<file path="config.mk">
export PLATFORM = sky130hd
export DESIGN_NAME = ram_b_stream_dma_flat
export DESIGN_NICKNAME = d
export VERILOG_FILES = /design/src/rtl/ram_b_stream_dma_if.sv /design/src/rtl/ram_b_stream_dma.sv /design/src/flat_wrapper.sv
export SDC_FILE = /design/constraint.sdc
export NUM_CORES = 1
export LEC_CHECK = 0
export BUFFER_PORTS_ARGS = -buffer_cell sky130_fd_sc_hd__buf_2
export CAP_MARGIN = 10
export CORE_MARGIN = 5
export CORE_UTILIZATION = 40
export DETAILED_ROUTE_END_ITERATION = 10
export PLACE_DENSITY = 0.65
export SYNTH_ARGS = -nofsm -noshare
export SYNTH_HDL_FRONTEND = slang
export SYNTH_SLANG_ARGS = --single-unit
</file>
<file path="constraint.sdc">
create_clock -name clk -period 5 [get_ports clk]
set_input_delay 1 -clock clk [delete_from_list [all_inputs] [get_ports clk]]
set_output_delay 1 -clock clk [all_outputs]
set_load 0.005 [all_outputs]
</file>
<file path="src/rtl/ram_b_stream_dma_if.sv">
// Job control, RAM port B and both byte streams of the port-B DMA engine.
// The master modport is the DMA side; slave is the environment side.
interface ram_b_stream_dma_if #(
  parameter int ram_addr_width = 19,
  parameter int len_width      = 20
);
  logic                      start;
  logic                      dir;
  logic [ram_addr_width-1:0] base_addr;
  logic [len_width-1:0]      len;
  logic                      busy;
  logic                      done;
  logic                      ram_b_en;
  logic                      ram_b_we;
  logic [ram_addr_width-1:0] ram_b_addr;
  logic [7:0]                ram_b_wdata;
  logic [7:0]                ram_b_rdata;
  logic [7:0]                m_tdata;
  logic                      m_tvalid;
  logic                      m_tready;
  logic                      m_tlast;
  logic [7:0]                s_tdata;
  logic                      s_tvalid;
  logic                      s_tready;

  modport master (
    input  start, dir, base_addr, len, ram_b_rdata, m_tready, s_tdata, s_tvalid,
    output busy, done, ram_b_en, ram_b_we, ram_b_addr, ram_b_wdata,
           m_tdata, m_tvalid, m_tlast, s_tready
  );

  modport slave (
    output start, dir, base_addr, len, ram_b_rdata, m_tready, s_tdata, s_tvalid,
    input  busy, done, ram_b_en, ram_b_we, ram_b_addr, ram_b_wdata,
           m_tdata, m_tvalid, m_tlast, s_tready
  );
endinterface

</file>
<file path="src/rtl/ram_b_stream_dma.sv">
// Byte-stream DMA on RAM port B: RAM-to-stream reads through a 2-entry
// FIFO, or stream-to-RAM writes issued in the same cycle as each beat.
module ram_b_stream_dma #(
  parameter int ram_addr_width = 19,
  parameter int len_width      = 20
) (
  input logic               clk,
  input logic               rst,
  ram_b_stream_dma_if.master bus
);

  typedef enum logic [1:0] {
    IDLE = 2'd0,
    RD   = 2'd1,
    WR   = 2'd2,
    FIN  = 2'd3
  } state_t;

  localparam logic [len_width-1:0]      zero_len  = {len_width{1'b0}};
  localparam logic [len_width-1:0]      one_len   = {{(len_width-1){1'b0}}, 1'b1};
  localparam logic [ram_addr_width-1:0] zero_addr = {ram_addr_width{1'b0}};

  state_t                    state_r;
  state_t                    state_s;
  logic [ram_addr_width-1:0] base_r;
  logic [len_width-1:0]      len_r;
  logic [len_width-1:0]      issued_r;
  logic [len_width-1:0]      popped_r;
  logic                      inflight_r;
  logic [7:0]                fifo_r [0:1];
  logic                      wr_ptr_r;
  logic                      rd_ptr_r;
  logic [1:0]                count_r;

  logic [ram_addr_width-1:0] addr_s;
  logic [2:0]                occ_s;
  logic                      pop_s;
  logic                      issue_s;
  logic                      beat_s;
  logic                      head_last_s;
  logic                      len_zero_s;

  // Handshake qualifiers; occupancy counts FIFO entries plus the read in flight.
  always_comb begin
    len_zero_s  = (len_r == zero_len);
    addr_s      = base_r + ram_addr_width'(issued_r);
    pop_s       = (count_r != 2'd0) && bus.m_tready;
    occ_s       = {1'b0, count_r} + {2'b00, inflight_r} - {2'b00, pop_s};
    issue_s     = (state_r == RD) && (issued_r < len_r) && (occ_s < 3'd2);
    beat_s      = (state_r == WR) && !len_zero_s && bus.s_tvalid;
    head_last_s = (count_r != 2'd0) && (popped_r == (len_r - one_len));
  end

  assign bus.busy        = (state_r == RD) || (state_r == WR);
  assign bus.done        = (state_r == FIN);
  assign bus.ram_b_en    = issue_s || beat_s;
  assign bus.ram_b_we    = beat_s;
  assign bus.ram_b_addr  = (issue_s || beat_s) ? addr_s : zero_addr;
  assign bus.ram_b_wdata = beat_s ? bus.s_tdata : 8'd0;
  assign bus.m_tvalid    = (count_r != 2'd0);
  assign bus.m_tdata     = (count_r != 2'd0) ? fifo_r[rd_ptr_r] : 8'd0;
  assign bus.m_tlast     = head_last_s;
  // A zero-length write job must not accept a beat.
  assign bus.s_tready    = (state_r == WR) && !len_zero_s;

  // Next-state logic.
  always_comb begin
    state_s = state_r;
    case (state_r)
      IDLE: begin
        if (bus.start) begin
          state_s = bus.dir ? WR : RD;
        end else begin
          state_s = IDLE;
        end
      end
      RD: begin
        if (len_zero_s || (pop_s && head_last_s)) begin
          state_s = FIN;
        end else begin
          state_s = RD;
        end
      end
      WR: begin
        if (len_zero_s || (beat_s && (issued_r == (len_r - one_len)))) begin
          state_s = FIN;
        end else begin
          state_s = WR;
        end
      end
      FIN:     state_s = IDLE;
      default: state_s = IDLE;
    endcase
  end

  // State register, job latch and transfer counters.
  always_ff @(posedge clk or posedge rst) begin
    if (rst) begin
      state_r    <= IDLE;
      base_r     <= zero_addr;
      len_r      <= zero_len;
      issued_r   <= zero_len;
      popped_r   <= zero_len;
      inflight_r <= 1'b0;
    end else begin
      state_r    <= state_s;
      inflight_r <= issue_s;
      if ((state_r == IDLE) && bus.start) begin
        base_r   <= bus.base_addr;
        len_r    <= bus.len;
        issued_r <= zero_len;
        popped_r <= zero_len;
      end else begin
        if (issue_s || beat_s) begin
          issued_r <= issued_r + one_len;
        end
        if (pop_s) begin
          popped_r <= popped_r + one_len;
        end
      end
    end
  end

  // Two-entry read FIFO; the byte lands one cycle after its issue.
  always_ff @(posedge clk or posedge rst) begin
    if (rst) begin
      fifo_r[0] <= 8'd0;
      fifo_r[1] <= 8'd0;
      wr_ptr_r  <= 1'b0;
      rd_ptr_r  <= 1'b0;
      count_r   <= 2'd0;
    end else begin
      if (inflight_r) begin
        fifo_r[wr_ptr_r] <= bus.ram_b_rdata;
        wr_ptr_r         <= ~wr_ptr_r;
      end
      if (pop_s) begin
        rd_ptr_r <= ~rd_ptr_r;
      end
      count_r <= count_r + {1'b0, inflight_r} - {1'b0, pop_s};
    end
  end

endmodule

</file>
<file path="src/flat_wrapper.sv">
// flat-port wrapper written by rule: the top's interface ports become plain ports
module ram_b_stream_dma_flat 
#(
  parameter int ram_addr_width = 19,
  parameter int len_width      = 20
)
  (clk, rst, bus_start, bus_dir, bus_base_addr, bus_len, bus_ram_b_rdata, bus_m_tready, bus_s_tdata, bus_s_tvalid, bus_busy, bus_done, bus_ram_b_en, bus_ram_b_we, bus_ram_b_addr, bus_ram_b_wdata, bus_m_tdata, bus_m_tvalid, bus_m_tlast, bus_s_tready);
  ram_b_stream_dma_if #(.ram_addr_width(ram_addr_width), .len_width(len_width)) bus_i ();
  input logic clk;
  input logic rst;
  input wire logic [$bits(bus_i.start)-1:0] bus_start;
  input wire logic [$bits(bus_i.dir)-1:0] bus_dir;
  input wire logic [$bits(bus_i.base_addr)-1:0] bus_base_addr;
  input wire logic [$bits(bus_i.len)-1:0] bus_len;
  input wire logic [$bits(bus_i.ram_b_rdata)-1:0] bus_ram_b_rdata;
  input wire logic [$bits(bus_i.m_tready)-1:0] bus_m_tready;
  input wire logic [$bits(bus_i.s_tdata)-1:0] bus_s_tdata;
  input wire logic [$bits(bus_i.s_tvalid)-1:0] bus_s_tvalid;
  output wire logic [$bits(bus_i.busy)-1:0] bus_busy;
  output wire logic [$bits(bus_i.done)-1:0] bus_done;
  output wire logic [$bits(bus_i.ram_b_en)-1:0] bus_ram_b_en;
  output wire logic [$bits(bus_i.ram_b_we)-1:0] bus_ram_b_we;
  output wire logic [$bits(bus_i.ram_b_addr)-1:0] bus_ram_b_addr;
  output wire logic [$bits(bus_i.ram_b_wdata)-1:0] bus_ram_b_wdata;
  output wire logic [$bits(bus_i.m_tdata)-1:0] bus_m_tdata;
  output wire logic [$bits(bus_i.m_tvalid)-1:0] bus_m_tvalid;
  output wire logic [$bits(bus_i.m_tlast)-1:0] bus_m_tlast;
  output wire logic [$bits(bus_i.s_tready)-1:0] bus_s_tready;
  assign bus_i.start = bus_start;
  assign bus_i.dir = bus_dir;
  assign bus_i.base_addr = bus_base_addr;
  assign bus_i.len = bus_len;
  assign bus_i.ram_b_rdata = bus_ram_b_rdata;
  assign bus_i.m_tready = bus_m_tready;
  assign bus_i.s_tdata = bus_s_tdata;
  assign bus_i.s_tvalid = bus_s_tvalid;
  assign bus_busy = bus_i.busy;
  assign bus_done = bus_i.done;
  assign bus_ram_b_en = bus_i.ram_b_en;
  assign bus_ram_b_we = bus_i.ram_b_we;
  assign bus_ram_b_addr = bus_i.ram_b_addr;
  assign bus_ram_b_wdata = bus_i.ram_b_wdata;
  assign bus_m_tdata = bus_i.m_tdata;
  assign bus_m_tvalid = bus_i.m_tvalid;
  assign bus_m_tlast = bus_i.m_tlast;
  assign bus_s_tready = bus_i.s_tready;
  ram_b_stream_dma #(.ram_addr_width(ram_addr_width), .len_width(len_width)) u_core (.clk(clk), .rst(rst), .bus(bus_i));
endmodule
</file>
==> results of run 1 <==
what timing repair did:
action | 4_1_cts | 5_1_grt
endpoints found under the setup margin | 0 | 1
hold buffers | 0 | 0
resized for setup | 0 | 1
critical path, delay by kind of cell:
family                     cells  cell delay, ns
and+or+nand+nor                4            0.71
buffers and inverters          7            0.80
xor gates and xnor gates       1            0.16
AOI/OAI and AO/OA              1            0.14
adders and majority gates      3            0.77
routing by layer:
layer	wire [µm]	track usage [%]
met4	403	5.40
met2	9910	31.3
met1	9020	24.1
met3	766	2.73
met5	0	0
power by group:
part | total, mW | leakage [nW] | switching [mW] | internal [mW]
logic | 2.23 | 2.69 | 1.27 | 0.955
clock network | 0.686 | 0.143 | 0.332 | 0.355
registers | 1.45 | 1.31 | 0.368 | 1.08
total | 4.37 | 4.15 | 1.97 | 2.39
flip-flops by register name (all words and copies together) (netlist names):
signal	flops
u_core.popped_r	20
u_core.inflight_r	1
u_core.len_r	20
u_core.base_r	19
u_core.state_r	2
u_core.wr_ptr_r	1
u_core.count_r	2
u_core.issued_r	20
u_core.rd_ptr_r	1
u_core.fifo_r	16
per-stage QoR:
step | area [µm²] | setup WS, ns | cells | utilization, %
2_1_floorplan | 7750 | 0.221 | 898 | -
3_3_place_gp | 8460 | 0.467 | 1227 | 43.9
3_5_place_dp | 8460 | 0.391 | 1227 | 43.9
4_1_cts | 8740 | 0.305 | 1243 | 45.4
5_1_grt | 8750 | 0.159 | 1243 | 45.4
6_report | 8750 | 0.403 | 1243 | 45.4
path summary, 6_finish.rpt:
kind	endpoint	depth (start not counted)
min	u_core.base_r[3]	2
max	bus_ram_b_addr[0]	16
min reg2reg	u_core.base_r[3]	2
max reg2reg	u_core.state_r[1]	9
min in group asynchronous	u_core.len_r[5]	2
max in group asynchronous	u_core.issued_r[18]	3
area by class of cell:
type / count / area share, %
Clock buffer: 10 / 2.73
Sequential cell: 102 / 29.2
Multi-Input combinational cell: 705 / 55.2
Timing Repair Buffer: 113 / 6.78
Tap cell: 265 / 3.79
Inverter: 42 / 1.83
Clock inverter: 6 / 0.472
cells by family after synthesis:
family          count (synthesis)
fa+ha+maj                      51
mux                            42
buf+inv                        91
compound gates                161
simple gates                  375
xor+xnor                       76
flops                         102
cell usage after synthesis (all sizes together), types with 19 or more instances:
master	n	share of area (%)
o21ai	43	2.8
mux2i	26	3.4
xor2	38	4.3
nand4	21	1.7
nand2	141	6.8
nor2	66	3.2
nor3	24	1.6
clkbuf	31	1.5
xnor2	33	3.7
nand3	23	1.7
inv	42	2.0
nor4	19	2.5
a21oi	40	2.7
dfrtp	102	33
ha	49	7.9
==> flow_summary.ini, run 1 <==
[clock_tree]
cts.sinks = 102
cts-root-buf = clkbuf_16
clockBufferDepth = 2
clk_pin_slew_worst_paths_ns = 0.07
clock_latency_ns = 0.36
numCtsBuffers = 9
h-tree-depth = 3
cts_tree = built
post-cts-setup-buffers = 0

[die]
die_w_um = 149
dieArea_um2 = 22300
core_um2 = 19300
start_util_pct = 40.2
die_h_um = 149
ioPinCount = 103
num_rows = 51

[grt]
grt_max_degree = 78
track_usage_pct = 18.3
grt_first_pass_wirelength_um = 33000
grt_overflow = 0
grt_pass1_vias = 6495
antenna_found_initial = 0

[synth]
synth_top_family_by_area = simple AND/OR/NAND/NOR gates
synth_xor_area_share_pct = 9.48
synth_cell_type_count = 71
ys_ff_latch = 102
netlist_instances = 898
syn-num-nets = 1010
synth.avg_cell_area_um2 = 8.63
synth-compound-area-share_pct = 13.7
synth_mux_area_share_pct = 5.68
yosys_warnings = 0
yosysSeqAreaShare_pct = 32.9
synth-edff-count = 0
synth_area_um2 = 7750
async_flop_share_pct = 100
synth_simple_gate_area_share_pct = 25.0
yosys_most_used_dff = dfrtp_1
synthAdderAreaFrac_pct = 8.43

[sta]
worst_hold_slack_ns = 0.482
min_period_ns = 4.60
drv_slew = 0
fin_crit_sh_pct = 91.9
worst_pin_slew_ns = 1.17
fin_skew_ns = 0.0123
relSlewSlack_pct = 22.2
finalHoldViolations = 0
finalSetupViolCount = 0
timing.fmax_mhz = 218
setup_tns_ns = 0
rsz0062_at_grt = no

[routing]
routed_via_density = 5.33
wl_per_cell_um = 16.2
totalWireLength_um = 20100
ant_nets = 0
dr.pass1.iters = 4
first_iter_violations = 291
num_vias = 6631
drc_errors = 0

[setup_path]
critPathLaunch = bus_m_tready
crit_slowest_cell = fa_1
critPathMaxFanout = 11
timing_worst_setup_path_type = input pin to primary output
worstPathArrival_ns = 3.60
end_kind = primary output
cp_slowest_stage_delay_ns = 0.37
setup.worst_path.start_class = input pin
reg2reg_slack_ns = 1.87
path_cells = buf_2 > nor2b_1 > ha_1 > inv_1 > ha_1 > inv_1 > fa_1 > xor2_1 > nor3_1 > buf_4 > a21oi_4 > and2_1 > buf_4 > inv_2 > and2_1 > buf_2
worstPathRequired_ns = 4.00
r2r-start = u_core.len_r[0]

[placement]
io_buffers = 102
place_congestion = 0.909
dpl.hpwl_um = 15100

[min_path]
min_from = u_core.base_r[3]
hold_path_class = flop to flop

[finish]
antenna_cells = 0
final_nets = 1085
multi_input_area_um2 = 4830
final_cell_mix = nand2_1, buf_2, dfrtp_1
syn_to_final_growth_pct = 12.9
filler_cell_count = 1995
final_layout_size_suffix_gt1_share_pct = 16.9
ff_latch_area_um2 = 2550
layout_commonest_cell = nand2_1

[power_and_ir_drop]
p_per_area_nw_per_um2 = 499
leakage_nw = 4.15
total_power_mw = 4.37
ir_worst_vdd_mv = 0.236

[job]
cap_violations = 0

[outcome]
outcome = completed
Note: power is estimated with default switching activity, not from simulation.
==> run 2: changes to the inputs <==
Settings changed: CTS_BUF_LIST set to sky130_fd_sc_hd__clkbuf_4 sky130_fd_sc_hd__clkbuf_8.
==> flow_summary.ini, run 2 (synthesis results as in run 1) <==
[outcome]
outcome = completed

[finish]
reg_top3 = u_core.issued_r: 20 flops, u_core.len_r: 20 flops, u_core.popped_r: 20 flops
layout_commonest_cell = nand2_1
layout.cells.non_filler = 1243
final_layout_size_suffix_gt1_share_pct = 16.9
final_cell_mix = nand2_1, buf_2, dfrtp_1
antenna_cells = 0
fin_util_pct = 44.9
final_nets = 1085
syn_to_final_growth_pct = 11.6
final_area_um2 = 8650

[sta]
drv_slew = 0
fin_skew_ns = 0.0193
worst_slack_ns = 0.396
finalSetupViolCount = 0
setup_tns_ns = 0
timing.fmax_mhz = 217
fin_crit_sh_pct = 92.1
worst_hold_slack_ns = 0.490
finalHoldViolations = 0
rsz0062_at_grt = no
min_period_ns = 4.60
relSlewSlack_pct = 23.3
worst_pin_slew_ns = 1.15

[power_and_ir_drop]
ir_worst_vdd_mv = 0.239
power_frac_seq_pct = 34.6
leakage_nw = 4.10
total_power_mw = 4.19
p_switching_mw = 1.95
power.internal_mw = 2.24
p_per_area_nw_per_um2 = 484
power_frac_comb_pct = 53.0
p_clk_share_pct = 12.3
p_sw_share_pct = 46.6

[placement]
io_buffers = 102
place_congestion = 0.909
dp.cells = 1227
dpl.hpwl_um = 15100
dpl_cell_area_um2 = 8460
place_ws_ns = 0.391

[setup_path]
timing_worst_setup_path_type = input pin to primary output
worstPathRequired_ns = 4.00
critical_path.top_delay_family = buffers and inverters
critPathMaxFanout = 11
worstPathArrival_ns = 3.60
cp_slowest_stage_delay_ns = 0.37
end_kind = primary output
path_cells = buf_2 > nor2b_1 > ha_1 > inv_1 > ha_1 > inv_1 > fa_1 > xor2_1 > nor3_1 > buf_4 > a21oi_4 > and2_1 > buf_4 > inv_2 > and2_1 > buf_2
crit_slowest_cell = fa_1
path_buf_inv = 7
setup.worst_path.start_class = input pin

[grt]
grt_first_pass_wirelength_um = 32800
track_usage_pct = 18.2
grt_pass1_vias = 6453
antenna_found_initial = 0
grt_overflow = 0
grt_max_degree = 78

[routing]
dr.pass1.iters = 7
wl_per_cell_um = 16.1
drc_errors = 0
first_iter_violations = 297
totalWireLength_um = 20000
ant_nets = 0
num_vias = 6696
routed_via_density = 5.39

[clock_tree]
cts-root-buf = clkbuf_8
clock_latency_ns = 0.40
numCtsBuffers = 9
clk_pin_slew_worst_paths_ns = 0.11
h-tree-depth = 3
clockBufferDepth = 2
cts_tree = built
cts.sinks = 102

[min_path]
hold_path_class = flop to flop

[die]
dieArea_um2 = 22300
start_util_pct = 40.2
die_h_um = 149
core_um2 = 19300
ioPinCount = 103
num_rows = 51
die_w_um = 149

[job]
cap_violations = 0
[run 2: cell counts in the layout (fill, tap and decap cells not counted)]
No cell type changed its count.
[run 2: worst reg2reg max path: stages (launching register included)]
cell,delay (ns)
dfrtp_1,0.50
inv_1,0.16
ha_1,0.26
or3b_2,0.52
nor4_1,0.47
xnor3_1,0.33
or2_2,0.28
nor4_1,0.34
nand4_1,0.16
nand2_1,0.10
[run 2: path summary, 6_finish.rpt]
path	startpoint	endpoint	slack [ns]	depth (start not counted)
setup / recovery	bus_m_tready	bus_ram_b_addr[0]	0.40	16
hold / removal	u_core.base_r[3]	u_core.base_r[3]	0.49	2
setup reg to reg	u_core.len_r[0]	u_core.state_r[1]	1.86	9
hold reg to reg	u_core.base_r[3]	u_core.base_r[3]	0.49	2
max in group asynchronous	rst	u_core.issued_r[18]	3.23	3
min in group asynchronous	rst	u_core.len_r[8]	0.83	2
[run 2: what timing repair did]
item                       in CTS  in global routing
hold buffers                    0                  0
buffers inserted                0                  0
setup endpoints to repair       0                  1
gates resized for setup         0                  1
[run 2: layout make-up]
class                           count  area (µm²)
Multi-Input combinational cell    705        4830
Clock buffer                       10         138
Inverter                           42         160
Clock inverter                      6        41.3
Timing Repair Buffer              113         593
Sequential cell                   102        2550
Tap cell                          265         332
Fill cell                        2006       10600
[run 2: power groups by stage]
stage | logic, mW | clock network (mW) | registers (mW)
2_1_floorplan | 1.79 | 0 | 1.25
3_3_place_gp | 2.18 | 0 | 1.45
3_5_place_dp | 2.22 | 0 | 1.46
4_1_cts | 2.23 | 0.539 | 1.45
5_1_grt | 2.49 | 0.563 | 1.50
6_report | 2.22 | 0.517 | 1.45
[run 2: routing by layer]
metal / wire length (µm) / global-route usage (%) / vias up
li1: - / - / 3306
met1: 8860 / 24.1 / 3208
met2: 9840 / 30.9 / 154
met3: 797 / 2.37 / 28
met4: 498 / 6.18 / 0
met5: 0 / 0 / -
==> run 3: changes to the inputs <==
Settings changed: MAX_ROUTING_LAYER set to met4.
==> flow_summary.ini, run 3 (synthesis results as in run 1) <==
[clock_tree]
clock_latency_ns = 0.40
cts.sinks = 102
cts-root-buf = clkbuf_8
clockBufferDepth = 2
cts-hold-fix-buffers = 0
h-tree-depth = 3
clk_pin_slew_worst_paths_ns = 0.10
numCtsBuffers = 9
cts_tree = built

[sta]
fin_crit_sh_pct = 91.4
setup_tns_ns = 0
drv_slew = 0
finalHoldViolations = 0
relSlewSlack_pct = 27.2
rsz0062_at_grt = no
worst_pin_slew_ns = 1.09
finalSetupViolCount = 0
min_period_ns = 4.57
fin_skew_ns = 0.0143
timing.fmax_mhz = 219

[setup_path]
ff2ff_path_depth = 9
reg2reg_slack_ns = 1.81
timing_worst_setup_path_type = input pin to primary output
critPathMaxFanout = 8
setup.worst_path.start_class = input pin
worstPathRequired_ns = 4.00
r2r-start = u_core.len_r[0]
worstPathArrival_ns = 3.57
end_kind = primary output
rr_endpoint = u_core.state_r[1]

[grt]
track_usage_pct = 18.7
grt_first_pass_wirelength_um = 32900
grt_max_degree = 64
antenna_found_initial = 0
grt_overflow = 0
grt_pass1_vias = 6503

[min_path]
min_from = u_core.base_r[8]
hold_depth = 2
hold_end = u_core.base_r[8]
hold_path_class = flop to flop

[finish]
layout.cells.non_filler = 1243
final_layout_size_suffix_gt1_share_pct = 16.9
antenna_cells = 0
syn_to_final_growth_pct = 11.7
layout_commonest_cell = nand2_1
final_cell_mix = nand2_1, buf_2, dfrtp_1
reg_top3 = u_core.issued_r: 20 flops, u_core.len_r: 20 flops, u_core.popped_r: 20 flops
final_nets = 1085
fin_util_pct = 44.9

[job]
cap_violations = 0

[placement]
dp.cells = 1227
io_buffers = 102
place_congestion = 0.935
dpl.hpwl_um = 15200

[routing]
totalWireLength_um = 20200
wl_per_cell_um = 16.2
first_iter_violations = 368
num_vias = 6669
drc_errors = 0
ant_nets = 0
dr.pass1.iters = 5
routed_via_density = 5.37

[die]
start_util_pct = 40.2
die_w_um = 149
core_um2 = 19300
die_h_um = 149
num_rows = 51
ioPinCount = 103
dieArea_um2 = 22300

[outcome]
outcome = completed

[power_and_ir_drop]
ir_worst_vdd_mv = 0.263
leakage_nw = 4.10
p_per_area_nw_per_um2 = 484
run 3: changes by cell type in the layout (fill, tap and decap cells not counted), sizes merged:
cell    before  now
clkbuf      10   11
clkinv       3    2
run 3: power breakdown:
group / switching [mW] / internal (mW)
Sequential: 0.368 / 1.08
Clock: 0.322 / 0.206
Combinational: 1.26 / 0.955
Total: 1.95 / 2.24
run 3: layer usage:
layer / global-route usage, % / vias up / share of wire (%)
li1: - / 3307 / -
met1: 23.6 / 3171 / 44
met2: 31.0 / 159 / 49
met3: 2.34 / 32 / 4.1
met4: 7.00 / 0 / 2.4
met5: - / - / 0
run 3: area by class of cell:
type | count | area [µm²]
Fill cell | 1981 | 10600
Multi-Input combinational cell | 705 | 4830
Sequential cell | 102 | 2550
Timing Repair Buffer | 113 | 593
Tap cell | 265 | 332
Inverter | 42 | 160
Clock buffer | 11 | 145
Clock inverter | 5 | 40.0
run 3: worst max path at each step:
stage                    start  cells past startpoint  slack, ns            endpoint
2_1_floorplan     bus_m_tready                     13       0.22  bus_ram_b_addr[18]
3_3_place_gp      bus_m_tready                     16       0.47   bus_ram_b_addr[0]
3_5_place_dp      bus_m_tready                     16       0.43   bus_ram_b_addr[0]
4_1_cts        u_core.len_r[0]                     10       0.31         bus_m_tlast
5_1_grt        u_core.len_r[0]                     10       0.17         bus_m_tlast
6_report          bus_m_tready                     14       0.43  bus_ram_b_addr[18]
run 3: stage by stage:
| stage | instance area [µm²] | hold WS [ns] | power [mW] | setup slack, ns |
|---|---|---|---|---|
| 2_1_floorplan | 7750 | 0.450 | 3.04 | 0.221 |
| 3_3_place_gp | 8460 | 0.465 | 3.63 | 0.471 |
| 3_5_place_dp | 8460 | 0.471 | 3.67 | 0.432 |
| 4_1_cts | 8650 | 0.499 | 4.21 | 0.314 |
| 5_1_grt | 8650 | 0.515 | 4.55 | 0.166 |
| 6_report | 8650 | 0.491 | 4.19 | 0.432 |
run 3: worst max-delay path, cell delays in order:
cell and delay [ns]:
buf_2 0.10, nor2b_1 0.14, ha_1 0.28, inv_1 0.05, ha_1 0.13, inv_1 0.05
fa_1 0.37, xor2_1 0.15, nor3_1 0.17, buf_4 0.18, nand4_1 0.10, and2_1 0.28
nor4bb_1 0.39, buf_2 0.18
run 3: what timing repair did:
action                     CTS  global route
setup buffers                0             0
setup endpoints to repair    0             1
resized for setup            0             1
